File: src/rtl/float_fmt_pkg.sv
// Shared definitions for the compact 8-bit float sample format {sign, exp, sig}.
// Used by both the linear-to-float encoder and the float-to-linear decoder.
package float_fmt_pkg;

  localparam int unsigned EXP_W = 3;
  localparam int unsigned SIG_W = 4;
  localparam int unsigned OUT_W = 12;

  typedef enum logic [1:0] {
    IDLE  = 2'd0,
    SHIFT = 2'd1,
    DONE  = 2'd2
  } state_t;

  typedef struct packed {
    logic             sign;
    logic [EXP_W-1:0] exp;
    logic [SIG_W-1:0] sig;
  } float_word_t;

endpackage

File: src/rtl/float_decode_seq.sv
// Sequential compact-float to linear decoder: magnitude = sig << exp,
// built one shift per cycle, then sign-applied as two's complement.
module float_decode_seq
  import float_fmt_pkg::*;
#(
  parameter int unsigned EXP_W = float_fmt_pkg::EXP_W,
  parameter int unsigned SIG_W = float_fmt_pkg::SIG_W,
  parameter int unsigned OUT_W = float_fmt_pkg::OUT_W
) (
  input  logic             clk,
  input  logic             rst_n,
  input  logic             in_valid,
  output logic             in_ready,
  input  logic             in_sign,
  input  logic [EXP_W-1:0] in_exp,
  input  logic [SIG_W-1:0] in_sig,
  output logic             out_valid,
  input  logic             out_ready,
  output logic [OUT_W-1:0] out_data
);

  state_t           state, state_nxt;
  logic [OUT_W-1:0] mag;
  logic [EXP_W-1:0] cnt;
  logic             sign_q;

  always_ff @(posedge clk or negedge rst_n) begin
    if (!rst_n) begin
      state <= IDLE;
    end else begin
      state <= state_nxt;
    end
  end

  always_comb begin
    state_nxt = state;
    in_ready  = 1'b0;
    out_valid = 1'b0;
    unique case (state)
      IDLE: begin
        in_ready = 1'b1;
        if (in_valid) state_nxt = SHIFT;
      end
      SHIFT: begin
        if (cnt == '0) state_nxt = DONE;
      end
      DONE: begin
        out_valid = 1'b1;
        if (out_ready) state_nxt = IDLE;
      end
      default: state_nxt = IDLE;
    endcase
  end

  // out_data is only written on the final shift step, so it holds through
  // DONE and keeps its last value after the output handshake.
  always_ff @(posedge clk or negedge rst_n) begin
    if (!rst_n) begin
      mag      <= '0;
      cnt      <= '0;
      sign_q   <= 1'b0;
      out_data <= '0;
    end else begin
      unique case (state)
        IDLE: begin
          if (in_valid) begin
            mag    <= OUT_W'(in_sig);
            cnt    <= in_exp;
            sign_q <= in_sign;
          end
        end
        SHIFT: begin
          if (cnt != '0) begin
            mag <= mag << 1;
            cnt <= cnt - EXP_W'(1);
          end else begin
            out_data <= sign_q ? (~mag + OUT_W'(1)) : mag;
          end
        end
        default: ;
      endcase
    end
  end

endmodule

File: config.mk
export PLATFORM = sky130hd
export DESIGN_NAME = float_decode_seq
export DESIGN_NICKNAME = d
export VERILOG_FILES = /design/src/rtl/float_fmt_pkg.sv /design/src/rtl/float_decode_seq.sv
export SDC_FILE = /design/constraint.sdc
export NUM_CORES = 1
export LEC_CHECK = 0
export BUFFER_PORTS_ARGS = -buffer_cell sky130_fd_sc_hd__clkbuf_2
export CAP_MARGIN = 25
export CORE_MARGIN = 4
export CORE_UTILIZATION = 30
export CTS_CLUSTER_SIZE = 14
export DETAILED_ROUTE_END_ITERATION = 10
export PLACE_DENSITY_LB_ADDON = 0.25
export SYNTH_ARGS = -nofsm -noshare
export SYNTH_HDL_FRONTEND = slang
export SYNTH_SLANG_ARGS = --single-unit
export TNS_END_PERCENT = 50
File: constraint.sdc
create_clock -name clk -period 3.07 [get_ports clk]
set_clock_uncertainty 0.15 [all_clocks]
set_input_delay 0.307 -clock clk [delete_from_list [all_inputs] [get_ports clk]]
set_output_delay 0.307 -clock clk [all_outputs]
set_load 0.1 [all_outputs]
==> Flow_metrics.wiki, run 1 <==
{| class="wikitable"
! Metric !! Value
|-
| Pins Over Slew Limit || 0
|-
| Setup repair after global routing missed its margin || no
|-
| Sequential share of the synthesized area || around 51%
|-
| Cell Chain, Critical Path || inv_1, ha_1, and3b_1, or3_1, clkinv_2, nand3_1, o211ai_1
|-
| Initial cell density of the core || roughly 31%
|-
| CP peak stage delay || around 0.40 ns
|-
| Slowest stage cell on the critical path || or3_1
|-
| Outcome || complete, no violations
|-
| I/O pin cnt || 26
|-
| Clk sink count || 30
|-
| Placement-stage worst setup slack || approximately 1.1 ns
|-
| CTS tree || built
|-
| Inserted Clock Buffers || 5
|-
| Routability congestion estimate || 0.706
|-
| Cell area after synthesis || between 1000 and 1500 sq um
|-
| Final setup violating endpoints || 0
|-
| Fillers || slightly above 500
|-
| Vias in the first global route || approximately 1100
|-
| Number of cells on the worst reg-to-reg path || 7
|-
| Slew headroom || between 40% and 50%
|-
| Final setup slack of the worst path || 1.05 ns
|-
| Class of the worst hold path || input pin to flop
|-
| Synthesized area divided by synthesized cell count || 9.38 sq um
|-
| Syn Nets || around 170
|-
| Post-synthesis cell type count || 30
|-
| Number of synthesized register bits || 30
|-
| Detailed-route vias per instance || about 4.3
|-
| Element type at the critical path end || flop
|-
| Area growth from synthesis to layout || 19.3%
|-
| Total gr overflow || 0
|-
| Reg-to-Reg End || cnt[0]
|-
| Min-Delay Path Depth || 2
|-
| Beginning of the worst hold path || out_ready
|-
| Crit Reg-Reg Startpoint || cnt[0]
|-
| Final WL || roughly 2.8 mm
|-
| Crit path from || cnt[0]
|-
| Clock root buffer master || clkbuf_8
|-
| Asr flop ratio synth || 100%
|-
| Full die area || ~6100 sq um
|-
| Worst-path maximum fanout || 17
|-
| Iteration-0 DRC Markers || 46
|-
| Data arrival at the endpoint of the critical path || approximately 2 ns
|-
| Overall Global Routing Usage || approximately 11%
|-
| Buf/Inv on CP || 2
|-
| Buffer levels on the longest clock path || 2
|-
| Clock edge transition at the registers on the reported setup and hold paths || approximately 0.06 ns
|-
| CTS H-Tree Depth || 2
|-
| First-pass GRT wire length || between 5 and 6 mm
|-
| Required @ worst endpoint || just over 3 ns
|-
| Via count || 1081
|-
| Initial antenna violation count || 0
|-
| Die Height || about 80 um
|-
| Post-Syn Instances || roughly 160
|-
| Horizontal extent of the die || ~78 um
|-
| Clock latency of the later-clocked register in the worst-skew pair || between 0.2 and 0.3 ns
|-
| Total Negative Setup Slacks || 0 ns
|-
| Placement Cell Area || around 1700 sq um
|-
| Tightest Pin Transition || between 0.7 and 0.8 ns
|-
| Routed wirelength normalized by instance count || roughly 11 um
|-
| # rows || 25
|-
| MaxCap Viol Count || 0
|-
| Hold Violations, Final || 0
|-
| Number of detailed-route iterations in the first pass || 4
|-
| Kind of cell adding the most delay to the critical path || simple AND/OR/NAND/NOR gates
|-
| Minimum setup slack among reg-to-reg paths || between 1 and 1.5 ns
|-
| Final Instance Area || roughly 1800 sq um
|-
| Maximum achievable frequency || just under 500 MHz
|-
| Number of buffer cells added on primary ports || 25
|-
| Diode count || 0
|-
| Core outline area || ~4800 sq um
|-
| Tmin final || about 2.0 ns
|-
| Layout cells sized above 1 || between 20 and 25%
|-
| Most common flop cell mapped by yosys || dfrtp_1
|-
| Part of the cycle the worst path needs || roughly two thirds
|-
| Startpoint type of the worst setup path || flop
|-
| DRC violation count after routing || 0
|-
| Nets || just under 200
|-
| Maximum number of pins on one net before global-route repair || 31
|-
| Estimated wirelength of the detail-placed design || roughly 2 mm
|-
| Yosys warns || 0
|-
| Hold Crit Endpoint || state[1]
|-
| Count of flip-flops with a built-in enable after synthesis || 0
|-
| Remaining antenna violation count || 0
|-
| CP Class || flop to flop
|}
metrics by stage:
| stage | hold slack [ns] | instances | util, % |
|---|---|---|---|
| 2_1_floorplan | -0.139 | 157 | - |
| 3_3_place_gp | 0.271 | 242 | 34.7 |
| 3_5_place_dp | 0.272 | 242 | 34.7 |
| 4_1_cts | 0.0814 | 251 | 36.9 |
| 5_1_grt | 0.108 | 251 | 36.9 |
| 6_report | 0.0819 | 251 | 36.9 |
routing by layer:
layer | GRT usage (%) | up-vias | wire length [um]
met5 | 0 | - | 0
met4 | 5.77 | 0 | 65
met3 | 3.67 | 6 | 136
met2 | 15.2 | 21 | 1140
met1 | 15.2 | 468 | 1490
li1 | - | 586 | -
registers in the layout, indices dropped and copies added (netlist names):
register and cells:
cnt 3, mag 12, out_data 12, sign_q 1, state 2
cells by family after synthesis:
logic type	share of synthesized area, %
fa+ha+maj	2.55
compound gates	16.4
flops	51.0
buf+inv	4.16
mux	1.44
xor+xnor	5.95
simple gates	18.5
cells in the final DEF, fill, tap and decap left out, drive strengths merged:
master / Yosys / layout
clkinvlp: 0 / 1
o31ai: 4 / 4
o21ai: 26 / 26
xnor2: 1 / 1
dlygate4sd3: 0 / 1
or3b: 1 / 1
ha: 3 / 3
nand3b: 1 / 1
buf: 4 / 1
inv: 5 / 5
a21oi: 2 / 2
a31oi: 3 / 3
and3b: 1 / 1
mux2i: 1 / 1
nor2: 5 / 5
dfrtp: 30 / 30
or3: 2 / 2
or4: 3 / 3
nand3: 4 / 4
xor2: 9 / 9
clkinv: 1 / 2
o41ai: 2 / 2
nand2b: 3 / 3
clkbuf: 4 / 31
mux2: 1 / 1
nand2: 37 / 37
nor2b: 2 / 2
o211ai: 2 / 2
synth_stat cells, types with 2 or more instances:
| library cell | n | area share, % |
|---|---|---|
| o211ai_1 | 2 | 1.0 |
| nor2_1 | 5 | 1.3 |
| nand2b_1 | 3 | 1.3 |
| or4_1 | 2 | 1.0 |
| buf_2 | 3 | 1.0 |
| a31oi_1 | 3 | 1.3 |
| o21ai_1 | 4 | 1.4 |
| nor2b_1 | 2 | 0.85 |
| o21ai_0 | 22 | 7.5 |
| o31ai_1 | 3 | 1.5 |
| ha_1 | 3 | 2.5 |
| inv_1 | 5 | 1.3 |
| o41ai_2 | 2 | 2.2 |
| a21oi_1 | 2 | 0.68 |
| nand2_1 | 37 | 9.4 |
| xor2_1 | 9 | 5.4 |
| clkbuf_1 | 4 | 1.0 |
| nand3_1 | 4 | 1.4 |
| or3_1 | 2 | 0.85 |
| dfrtp_1 | 30 | 51 |
how the worst max path moves through the flow:
stage / to / slack, ns / depth (start not counted)
final: cnt[0] / 1.05 / 7
after global routing: out_data[11] / 0.77 / 5
after CTS: cnt[0] / 1.04 / 7
after detailed placement: cnt[0] / 1.06 / 7
after global placement: cnt[0] / 1.03 / 7
after floorplan: sign_q / 0.61 / 3
area by class of cell:
type	count	area, sq um	area share, %
Tap cell	67	83.8	4.77
Sequential cell	30	751	42.7
Inverter	6	23.8	1.35
Timing Repair Buffer	27	143	8.12
Clock buffer	6	82.6	4.70
Multi-Input combinational cell	113	661	37.6
Clock inverter	2	12.5	0.712
worst reg2reg max path, stage by stage, from the launching register on:
cell      delay (ns)
dfrtp_1         0.36
inv_1           0.11
ha_1            0.17
and3b_1         0.14
or3_1           0.40
clkinv_2        0.31
nand3_1         0.16
o211ai_1        0.10
what timing repair did:
action / 4_1_cts / 5_1_grt
hold buffers: 1 / 0
setup endpoints to repair: 0 / 0
buffers inserted: 0 / 0
gates resized for setup: 0 / 0
endpoints found under the hold margin: 30 / 0
Power of run 1 is not shown: default switching activity piles up to over one toggle a cycle in this logic, so the estimate is an artifact.
==> inputs of run 2 (changes only) <==
Clock period 3.07 ns to 2 ns, I/O delays scaled along.
==> run 2 against run 1 <==
Net effect:
- die area did not move
- via count rose by 7.1%
- fmax rose by 8.2%
- routed wire length rose by 5.2%
- worst setup slack got worse by 0.92 ns
- first-iteration DRC count rose by 28%
- register-to-register slack got worse by 0.92 ns
- utilization rose by 1.3 points
- design area rose by 3.5%
- critical path depth fell by 1
- sequential share of layout area fell by 1.4 points
- non-clock buffer count rose by 6
==> Flow_metrics.wiki, run 2 (synthesis gave the netlist of run 1 again) <==
{| class="wikitable"
! Metric !! Value
|-
| Worst-path maximum fanout || 4 (-13)
|-
| Buf/Inv on CP || 1 (-1)
|-
| First-pass GRT wire length || 5.14 mm (-3.3%)
|-
| I/O pin cnt || 26 (unchanged)
|-
| Clock edge transition at the registers on the reported setup and hold paths || 0.07 ns (about the same)
|-
| Cell Chain, Critical Path || inv_1, ha_1, or3b_4, o31ai_2, xor2_1, o21ai_0
|-
| Number of buffer cells added on primary ports || 25 (unchanged)
|-
| Horizontal extent of the die || 78.1 um (unchanged)
|-
| Pins Over Slew Limit || 0 (unchanged)
|-
| Initial antenna violation count || 0 (unchanged)
|-
| Initial cell density of the core || 31.0% (unchanged)
|-
| Hold Violations, Final || 0 (unchanged)
|-
| Worst hold margin || 0.00566 ns (-0.0763 ns)
|-
| Slowest stage cell on the critical path || dfrtp_1
|-
| Outcome || complete, no violations
|-
| Required @ worst endpoint || 2.01 ns (-1.06 ns)
|-
| Class of the worst hold path || input pin to flop
|-
| Final setup violating endpoints || 0 (unchanged)
|-
| Total Negative Setup Slacks || 0 ns (unchanged)
|-
| Tmin final || 1.87 ns (-0.153 ns)
|-
| Inserted Clock Buffers || 5 (unchanged)
|-
| Number of detailed-route iterations in the first pass || 4 (unchanged)
|-
| CTS tree || built
|-
| Total gr overflow || 0 (unchanged)
|-
| CTS H-Tree Depth || 2 (unchanged)
|-
| Most common cell after layout, fill and taps aside || nand2_1
|-
| DRC violation count after routing || 0 (unchanged)
|-
| Clock latency of the later-clocked register in the worst-skew pair || 0.28 ns (about the same)
|-
| Routability congestion estimate || 0.719 (+1.8%)
|-
| Maximum number of pins on one net before global-route repair || 31 (unchanged)
|-
| Iteration-0 DRC Markers || 59 (+28%)
|-
| Layout cells sized above 1 || 24.7% (+3.0 points)
|-
| Detailed-route vias per instance || 4.51 (+4.6%)
|-
| Clock root buffer master || clkbuf_8
|-
| Full die area || 6090 sq um (unchanged)
|-
| Tightest Pin Transition || 0.752 ns (-0.0363 ns)
|-
| Diode count || 0 (unchanged)
|-
| Setup repair after global routing missed its margin || no
|-
| Area growth from synthesis to layout || 23.4%
|-
| CP peak stage delay || 0.41 ns (about the same)
|-
| Estimated wirelength of the detail-placed design || 2.10 mm (+3.0%)
|-
| Data arrival at the endpoint of the critical path || 1.87 ns (-0.15 ns)
|-
| Buffer levels on the longest clock path || 2 (unchanged)
|-
| Final WL || 2.98 mm (+5.2%)
|-
| Overall Global Routing Usage || 10.7% (-0.35 points)
|-
| Clk sink count || 30 (unchanged)
|-
| Remaining antenna violation count || 0 (unchanged)
|-
| Die Height || 78.1 um (unchanged)
|-
| Fillers || 517 (+0.39%)
|-
| Number of setup buffers added after CTS || 0 (unchanged)
|-
| Part of the cycle the worst path needs || 93.3% (+28 points)
|-
| Area of all sequential standard cells || 751 sq um (unchanged)
|-
| Area of the multi-input gates || 676 sq um (+2.3%)
|-
| Element type at the critical path end || flop
|-
| Kind of cell adding the most delay to the critical path || flip-flops
|-
| Highest-count cells in the layout ignoring fill and taps || nand2_1, dfrtp_1, clkbuf_2, o21ai_0, xor2_1
|-
| Vias in the first global route || 1114 (+1.1%)
|-
| Slew headroom || 49.9% (+2.6 points)
|-
| MaxCap Viol Count || 0 (unchanged)
|-
| Core outline area || 4750 sq um (unchanged)
|-
| Via count || 1158 (+7.1%)
|-
| CP Class || flop to flop
|-
| Maximum achievable frequency || 536 MHz (+8.2%)
|-
| # rows || 25 (unchanged)
|-
| Routed wirelength normalized by instance count || 11.6 um (+2.7%)
|-
| Largest registers || mag x12, out_data x12, cnt x3
|-
| Nets || 204 (+3.0%)
|-
| Startpoint type of the worst setup path || flop
|}
==> run 2: changes by cell type in the layout (fill, tap and decap cells not counted), sizes merged <==
| cell | before | now |
|---|---|---|
| buf | 1 | 5 |
| clkbuf | 31 | 32 |
| clkinvlp | 1 | 0 |
| dlygate4sd3 | 1 | 3 |
==> run 2: worst paths after layout <==
kind	startpoint	endpoint	slack, ns	depth (start not counted)
max in group asynchronous	rst_n	mag[4]	0.85	2
min reg2reg	out_data[2]	out_data[2]	0.32	2
min	in_sig[0]	mag[0]	0.006	3
min in group asynchronous	rst_n	out_data[11]	0.37	2
max reg2reg	mag[0]	out_data[8]	0.13	6
max	mag[0]	out_data[8]	0.13	6
==> run 2: worst register-to-register path, delay by kind of cell, from the launching register on <==
kind                       cells  cell delay (ns)
adders and majority gates      1             0.17
buffers and inverters          1             0.11
DFF                            1             0.41
and+or+nand+nor                1             0.41
xor gates and xnor gates       1             0.16
AOI/OAI and AO/OA              2             0.33
==> run 2: timing repair <==
item | CTS | global route
gates resized for setup | 0 | 3
hold endpoints to repair | 32 | 0
endpoints found under the setup margin | 0 | 3
hold buffers | 3 | 0
==> run 2: cell type report <==
type                       count  share of cell area, %
sequential                    30                   41.3
multi-input combinational    113                   37.2
timing repair buffer          33                   10.6
clock buffer                   7                   4.75
tap                           67                   4.61
inverter                       6                   1.31
clock inverter                 1                  0.275
==> run 2: metal layers <==
metal	share of wire, %	routed length (um)	global-route usage [%]	vias to the layer above
met1	49	1460	14.0	533
met4	1.9	56	5.24	0
met3	4.5	135	3.21	5
met5	0	0	0	-
li1	-	-	-	599
met2	45	1330	16.1	21
==> run 2: stage by stage <==
step	cells	utilization [%]	worst slack (ns)	cell area (sq um)
global route	257	38.2	0.0276	1820
global placement	246	35.4	0.117	1680
floorplan	157	-	0.0535	1480
finish	257	38.2	0.135	1820
detailed placement	246	35.4	0.0650	1680
CTS	257	38.0	0.0531	1810
Power of run 2 is left out for the same reason.
==> inputs of run 3 (changes only) <==
Settings changed: CORE_UTILIZATION 30 to 54, GPL_ROUTABILITY_DRIVEN set to 0.
==> run 3 against run 2 <==
Net effect:
- register-to-register slack worse by 0.14 ns
- critical path depth did not move
- the flow now finishes with violations (setup timing)
- first-iteration DRC count fell by 3.4%
- sequential cell count is the same
- global-route usage rose by 8.7 points
- design area is 3.8% higher
==> Flow_metrics.wiki, run 3 (synthesis gave the netlist of run 1 again) <==
{| class="wikitable"
! Metric !! Value
|-
| Element type at the critical path end || flop
|-
| Final setup slack of the worst path || -0.00672 ns (-0.141 ns)
|-
| Final setup violating endpoints || 1 (+1)
|-
| Clk sink count || 30 (unchanged)
|-
| Overall Global Routing Usage || 19.4% (+8.7 points)
|-
| I/O pin cnt || 26 (unchanged)
|-
| CTS H-Tree Depth || 2 (unchanged)
|-
| Routed wirelength normalized by instance count || 13.4 um (+16%)
|-
| Class of the worst hold path || input pin to flop
|-
| Number of buffer cells added on primary ports || 25 (unchanged)
|-
| Data arrival at the endpoint of the critical path || 2.08 ns (+0.21 ns)
|-
| Startpoint type of the worst setup path || flop
|-
| Tmin final || 2.01 ns (+0.141 ns)
|-
| Required @ worst endpoint || 2.07 ns (+0.06 ns)
|-
| Count of non-filler cells in the finished layout || 228 (-11%)
|-
| Total Negative Setup Slacks || -0.00672 ns (-0.00672 ns)
|-
| Diode count || 0 (unchanged)
|-
| Worst-path maximum fanout || 5 (+1)
|-
| Clock latency of the later-clocked register in the worst-skew pair || 0.33 ns (+0.05 ns)
|-
| MaxCap Viol Count || 0 (unchanged)
|-
| Estimated wirelength of the detail-placed design || 2.09 mm (-0.62%)
|-
| Full die area || 3630 sq um (-40%)
|-
| Total gr overflow || 0 (unchanged)
|-
| Clock root buffer master || clkbuf_4
|-
| Inserted Clock Buffers || 5 (unchanged)
|-
| CP Class || flop to flop
|-
| Initial antenna violation count || 0 (unchanged)
|-
| # rows || 18 (-28%)
|-
| Buffer levels on the longest clock path || 2 (unchanged)
|-
| Detailed-route vias per instance || 5.50 (+22%)
|-
| Cell total after placement || 208 (-15%)
|-
| Slew headroom || 52.7% (+2.9 points)
|-
| Initial cell density of the core || 57.9% (+27 points)
|-
| Vias in the first global route || 1190 (+6.8%)
|-
| Largest registers || mag x12, out_data x12, cnt x3
|-
| Layout cells sized above 1 || 26.8% (+2.0 points)
|-
| Violated checks || setup timing
|-
| Number of detailed-route iterations in the first pass || 4 (unchanged)
|-
| Final WL || 3.06 mm (+2.8%)
|-
| Most common cell after layout, fill and taps aside || nand2_1
|-
| Maximum achievable frequency || 498 MHz (-7.0%)
|-
| Remaining antenna violation count || 0 (unchanged)
|-
| Via count || 1253 (+8.2%)
|-
| Fillers || 184 (-64%)
|-
| Maximum number of pins on one net before global-route repair || 31 (unchanged)
|-
| Worst hold margin || 0.0234 ns (+0.0178 ns)
|-
| Horizontal extent of the die || 60.2 um (-23%)
|-
| Part of the cycle the worst path needs || 100% (+7.1 points)
|-
| Pins Over Slew Limit || 0 (unchanged)
|-
| Highest-count cells in the layout ignoring fill and taps || nand2_1, dfrtp_1, clkbuf_2, o21ai_0
|-
| Iteration-0 DRC Markers || 57 (-3.4%)
|-
| DRC violation count after routing || 0 (unchanged)
|-
| Area growth from synthesis to layout || 28.1%
|-
| First-pass GRT wire length || 5.21 mm (+1.3%)
|-
| Clock edge transition at the registers on the reported setup and hold paths || 0.10 ns (+0.03 ns)
|-
| Tightest Pin Transition || 0.709 ns (-0.0431 ns)
|-
| Hold Violations, Final || 0 (unchanged)
|-
| Nets || 212 (+3.9%)
|-
| CTS tree || built
|-
| Outcome || finished, violations left
|-
| Fraction of the core area covered by cells at the end of the flow || 74.1% (+36 points)
|-
| Core outline area || 2540 sq um (-46%)
|-
| Die Height || 60.2 um (-23%)
|}
## run 3: cell count changes in the layout (fill, tap and decap cells not counted), moves of 2 or more
| cell | before | now |
|---|---|---|
| inv_2 | 0 | 2 |
| bufinv_16 | 0 | 2 |
| buf_4 | 5 | 7 |
| dlygate4sd3_1 | 3 | 9 |
| clkbuf_8 | 6 | 1 |
| clkbuf_4 | 0 | 5 |
| inv_1 | 5 | 3 |
## run 3: critical path, cell delays in order, from the launching register on
cell	delay, ns
dfrtp_2	0.46
inv_2	0.09
ha_4	0.13
or3b_4	0.41
o41ai_4	0.33
xor2_1	0.23
o21ai_1	0.10
## run 3: metrics by stage
step                setup slack, ns  instance area, sq um
floorplan                    0.0535                  1480
global placement              0.131                  1630
detailed placement           0.0750                  1630
CTS                          0.0370                  1830
global route                -0.0684                  1890
finish                     -0.00672                  1890
## run 3: per-layer routing
layer / part of all wire, % / global-route usage (%)
met1: 44 / 24.4
met2: 50 / 31.8
met3: 5.2 / 5.83
met4: 1.1 / 6.33
met5: 0 / 0
## run 3: worst paths after layout
check / depth (start not counted) / endpoint / slack, ns / start
min in group asynchronous: 2 / out_data[7] / 0.29 / rst_n
max in group asynchronous: 2 / mag[1] / 0.92 / rst_n
max reg2reg: 6 / out_data[10] / -0.007 / mag[1]
min reg2reg: 2 / out_data[6] / 0.34 / out_data[6]
min: 3 / mag[0] / 0.02 / in_valid
max: 6 / out_data[10] / -0.007 / mag[1]
## run 3: what timing repair did
action,CTS,global route
gates resized for setup,0,8
setup endpoints to repair,1,2
pin swaps,1,4
hold buffers,9,0
setup buffers,0,3
hold endpoints to repair,38,0
## run 3: final cells by class
class | count | area, sq um | area share (%)
clock buffer | 6 | 51.3 | 2.72
clock inverter | 2 | 60.1 | 3.18
inverter | 6 | 23.8 | 1.26
multi-input combinational | 113 | 694 | 36.8
sequential | 30 | 752 | 39.9
tap | 30 | 37.5 | 1.99
timing repair buffer | 41 | 268 | 14.2
Power of run 3 is left out for the same reason.
